File: src/rtl/regfile_param.sv
// Parameterised register file with two combinational read ports, optional write forwarding,
// per-register pending (scoreboard) bits and a sequenced clear sweep.
module regfile_param #(
    parameter int DATA_W = 32,
    parameter int ADDR_W = 5,
    parameter int BYPASS = 1
) (
    input  logic              clock,
    input  logic              ctrl_reset,
    input  logic              ctrl_writeEnable,
    input  logic [ADDR_W-1:0] ctrl_writeReg,
    input  logic [DATA_W-1:0] data_writeReg,
    input  logic [ADDR_W-1:0] ctrl_readRegA,
    input  logic [ADDR_W-1:0] ctrl_readRegB,
    output logic [DATA_W-1:0] data_readRegA,
    output logic [DATA_W-1:0] data_readRegB,
    input  logic              ctrl_reserve,
    input  logic [ADDR_W-1:0] ctrl_reserveReg,
    output logic              pend_readRegA,
    output logic              pend_readRegB,
    input  logic              ctrl_clearReq,
    output logic              clear_busy
);
    localparam int DEPTH = 2 ** ADDR_W;
    localparam logic [ADDR_W-1:0] LAST_IDX = '1;

    typedef enum logic {IDLE, SWEEP} state_t;

    state_t            state, state_next;
    logic [ADDR_W-1:0] counter;
    logic [DATA_W-1:0] regs [DEPTH];
    logic [DEPTH-1:0]  pend;

    logic wr_commit, res_commit, start_clear;
    logic byp_a, byp_b;

    assign clear_busy  = (state == SWEEP);
    assign start_clear = (state == IDLE) && ctrl_clearReq;
    assign wr_commit   = ctrl_writeEnable && (ctrl_writeReg != '0) && !clear_busy;
    assign res_commit  = ctrl_reserve && (ctrl_reserveReg != '0) && !clear_busy;

    // NOTE: sequential state uses non-blocking (<=) so every flop samples pre-edge values.
    always_ff @(posedge clock or posedge ctrl_reset) begin
        if (ctrl_reset) state <= IDLE;
        else            state <= state_next;
    end

    // NOTE: default assigned first so no path leaves state_next unassigned (no latch).
    always_comb begin
        state_next = state;
        case (state)
            IDLE:    if (ctrl_clearReq) state_next = SWEEP;
            SWEEP:   if (counter == LAST_IDX) state_next = IDLE;
            default: state_next = IDLE;
        endcase
    end

    always_ff @(posedge clock or posedge ctrl_reset) begin
        if (ctrl_reset)
            counter <= '0;
        else if (start_clear)
            counter <= ADDR_W'(1);
        else if (clear_busy)
            counter <= (counter == LAST_IDX) ? '0 : counter + ADDR_W'(1);
    end

    // NOTE: the array is reset on purpose: an asserted reset must zero every register at once,
    // which rules out a RAM macro; register 0 relies on this reset and is never written afterwards.
    always_ff @(posedge clock or posedge ctrl_reset) begin
        if (ctrl_reset) begin
            for (int i = 0; i < DEPTH; i++) regs[i] <= '0;
        end else if (clear_busy) begin
            regs[counter] <= '0;
        end else if (wr_commit) begin
            regs[ctrl_writeReg] <= data_writeReg;
        end
    end

    // Reserve is applied after the write-clear so a same-edge reserve keeps the bit set.
    always_ff @(posedge clock or posedge ctrl_reset) begin
        if (ctrl_reset) begin
            pend <= '0;
        end else if (start_clear) begin
            pend <= '0;
        end else begin
            if (wr_commit)  pend[ctrl_writeReg]   <= 1'b0;
            if (res_commit) pend[ctrl_reserveReg] <= 1'b1;
        end
    end

    assign byp_a = (BYPASS != 0) && wr_commit && (ctrl_readRegA == ctrl_writeReg);
    assign byp_b = (BYPASS != 0) && wr_commit && (ctrl_readRegB == ctrl_writeReg);

    assign data_readRegA = byp_a ? data_writeReg : regs[ctrl_readRegA];
    assign data_readRegB = byp_b ? data_writeReg : regs[ctrl_readRegB];

    // Pending bits are zero throughout a sweep, so these need no explicit masking.
    assign pend_readRegA = pend[ctrl_readRegA];
    assign pend_readRegB = pend[ctrl_readRegB];

endmodule

File: config.mk
export PLATFORM = sky130hd
export DESIGN_NAME = regfile_param
export DESIGN_NICKNAME = d
export VERILOG_FILES = /design/src/rtl/regfile_param.sv
export SDC_FILE = /design/constraint.sdc
export NUM_CORES = 2
export LEC_CHECK = 0
export CAP_MARGIN = 5
export CELL_PAD_IN_SITES_DETAIL_PLACEMENT = 0
export CELL_PAD_IN_SITES_GLOBAL_PLACEMENT = 1
export CORE_ASPECT_RATIO = 1.4
export CORE_UTILIZATION = 49
export CTS_CLUSTER_DIAMETER = 120
export DETAILED_ROUTE_END_ITERATION = 6
export PLACE_DENSITY = 0.73
export SKIP_CTS_REPAIR_TIMING = 1
export SYNTH_ARGS = -nofsm -noshare
export SYNTH_HDL_FRONTEND = slang
export SYNTH_SLANG_ARGS = --single-unit
File: constraint.sdc
create_clock -name clock -period 78.6 [get_ports clock]
set_input_delay 15.72 -clock clock [delete_from_list [all_inputs] [get_ports clock]]
set_output_delay 15.72 -clock clock [all_outputs]
set_load 0.005 [all_outputs]
==> summary.md <==
| Metric | Value |
|---|---|
| Peak supply drop | `0.0170 mV` |
| Max Cap Viol | `0` |
| FF-to-FF path depth | `7` |
| Clk pin slew, worst setup/hold paths | `60 ps` |
| Hold_ws | `511 ps` |
| Share of flip-flops with an asynchronous set or reset | `100%` |
| I/O pin total | `124` |
| Cell mode on critical path | `buf_4` |
| Worst-margin pin slew | `1320 ps` |
| Post-synthesis xor/xnor area fraction | `0.195%` |
| DRT iter0 DRCs | `5854` |
| Pin count of the biggest net entering global routing | `173` |
| Power Dens Cells | `26.5 nW/um^2` |
| Die area | `112000 um^2` |
| Status | `finished, violations left` |
| Req. time, crit path | `62880 ps` |
| Reg2reg end | `regs[147]` |
| Max Root-Sink Buffers | `3` |
| CP max-delay cell | `buf_4` |
| Fin. max-slew vios | `0` |
| Final period util | `45.6%` |
| Post-synth EDFFs | `0` |
| Worst path cell trace | `buf_8, buf_4, buf_4, mux4_2, o22ai_1, nor4_1, mux2_2, clkdlybuf4s50_1` |
| Final nets | `3704` |
| Port buffer count | `123` |
| Fill count | `8664` |
| Finish-stage setup viols | `0` |
| Vias | `41700` |
| Most common cell after layout, fill and taps aside | `dfrtp_1` |
| Residual DRC | `3` |
| Min cycle time layout | `35870 ps` |
| Main combinational cell family by area after synthesis | `multiplexers` |
| GRT Util Overall | `38.3%` |
| R2R Setup Slk | `75180 ps` |
| RSZ-0062 raised after global routing | `false` |
| Compound-cell area share of the yosys netlist | `19.8%` |
| Skew final | `26.6 ps` |
| Die width | `283 um` |
| Main synth FF type | `dfrtp_1` |
| Finished Layout Cells | `5178` |
| Initial Util | `49.6%` |
| Core Box Area | `109000 um^2` |
| Gp weighted congestion | `0.865` |
| Post-synthesis simple-gate area fraction | `2.96%` |
| Final Hold Viols | `0` |
| Post-Syn Instances | `3831` |
| Vias in the first global route | `43700` |
| Initial antenna violation count | `1` |
| WS Path Type | `input pin to output port` |
| Post-Synth Adder-Cell Area | `0.116%` |
| Sink Count | `1062` |
| Worst hold path type | `flop to flop` |
| Pleak | `26.1 nW` |
| GRT overflow | `0` |
| ANT nets after route | `0` |
| Crit path depth | `8` |
| Row count | `143` |
| Max FO, Critical Path | `106` |
| Setup TNS | `0 ps` |
| Worst slew margin | `12.0%` |
| Post-DR wirelength/cell | `40.6 um` |
| CP Capture Point | `data_readRegB[20]` |
| Synth top area cells | `dfrtp_1, mux4_2, a22o_1, o22ai_1, clkbuf_1` |
| Worst Setup Start Kind | `input pin` |
| P&R area growth vs syn | `10.8%` |
| CTS Root Cell | `clkbuf_16` |
| Routed WL | `210 mm` |
| Ys Warns | `0` |
| TritonCTS clock tree | `done` |
| Initial DRT Pass Iterations | `7` |
| Most frequent cells in the layout | `dfrtp_1, a22o_1, mux4_2` |
| FF+latch count, synth | `1062` |
| First-pass GRT wire length | `307 mm` |
| Failing checks | `DRC` |
| FF-to-FF Start | `clear_busy` |
| Delay-heaviest family, CP | `buffers and inverters` |
| Placed insts | `4984` |
| Unique cell type count in the Yosys netlist | `44` |
| Mean post-synth cell area | `14.1 um^2` |
| Clock buffer count from CTS | `105` |
| Layout cell share with drive strength beyond 1 | `25.9%` |
| Multiplexer area fraction after synthesis | `23.5%` |
| DR vias/cell | `8.06` |
| Crit. End Element | `output port` |
| H-tree depth | `3` |
| Worst-Skew Late Latency | `710 ps` |
| Maximum clock rate | `27.9 MHz` |
| CP arrival | `20150 ps` |
| Critical Path Source | `ctrl_readRegB[1]` |
| Yosys top cell by area | `dfrtp_1` |
| Cell area after synthesis | `54000 um^2` |
| Sequential fraction of the synthesis area | `49.2%` |
| Worst path bufs/invs | `4` |
| Syn Nets | `3893` |
| Slowest Stage Delay on Critical Path | `840 ps` |
| Area share of the largest cell type after synthesis | `49.2%` |
| Die height | `395 um` |
| HPWL Detailed | `109 mm` |
-- flip-flops by register name (all words and copies together), names as in the netlist --
signal      flops
clear_busy      1
regs         1024
pend           32
counter         5
-- metal layers --
layer  vias up  GRT usage (%)  wire (um)
li1      15200              -          -
met1     21900           46.8      71400
met2      3514           58.1      97900
met3      1039           10.4      23600
met4         4           28.2      17400
met5         -              0         23
-- final cells by class --
cell class / count / area [um^2] / area share, %
Clock buffer: 156 / 3120 / 5.21
Antenna cell: 3 / 7.51 / 0.0125
Tap cell: 1450 / 1810 / 3.03
Timing Repair Buffer: 242 / 2200 / 3.67
Sequential cell: 1062 / 26600 / 44.4
Clock inverter: 34 / 402 / 0.671
Inverter: 9 / 41.3 / 0.0690
Multi-Input combinational cell: 2222 / 25700 / 42.9
-- power by group --
group / internal [W] / total (W) / switching, W
logic: 0.000170 / 0.000355 / 0.000185
registers: 0.000631 / 0.000705 / 0.0000735
clock network: 0.000300 / 0.000526 / 0.000227
total: 0.00110 / 0.00159 / 0.000485
-- logic make-up after synthesis --
kind of cell | count (synthesis)
AOI/OAI and AO/OA | 1325
adders and majority gates | 5
DFF | 1062
muxes | 601
buffers and inverters | 547
and+or+nand+nor | 279
xor gates and xnor gates | 12
-- metrics by stage --
| step | utilization, % | power, W | area, um^2 | setup slack, ps |
|---|---|---|---|---|
| floorplan | - | 0.000921 | 54000 | 32990 |
| global placement | 51.7 | 0.00104 | 56300 | 42920 |
| detailed placement | 51.7 | 0.00106 | 56300 | 42910 |
| CTS | 54.9 | 0.00158 | 59800 | 42890 |
| global route | 54.9 | 0.00163 | 59800 | 42720 |
| finish | 54.9 | 0.00159 | 59800 | 42730 |
-- synthesized netlist by cell type, types with 3 or more instances --
library cell,count
xor2_1,6
buf_1,61
ha_1,5
and3b_1,5
o22ai_1,248
dfrtp_1,1062
inv_1,9
mux2i_1,9
o32ai_1,3
mux2_2,64
mux4_2,528
a21oi_1,64
nor2b_1,7
nor2_1,17
nand3_1,11
nor3b_1,8
nand3b_1,8
buf_2,103
nor3_1,8
nand4_1,4
nand2b_1,31
clkbuf_1,354
o21ai_0,8
nor4_1,63
buf_4,18
nand2_1,46
and3_1,31
and2_1,37
xnor2_1,6
a22o_1,992
-- how the worst min path moves through the flow --
| stage | start | to | slack [ps] | depth (start not counted) |
|---|---|---|---|---|
| floorplan | regs[1000] | regs[1000] | 470 | 1 |
| global placement | regs[995] | regs[995] | 480 | 1 |
| detailed placement | regs[1021] | regs[1021] | 490 | 1 |
| CTS | regs[1004] | regs[1004] | 510 | 1 |
| global route | regs[1004] | regs[1004] | 520 | 1 |
| finish | regs[1004] | regs[1004] | 510 | 1 |
No activity file was read; power rests on OpenSTA's default activity.
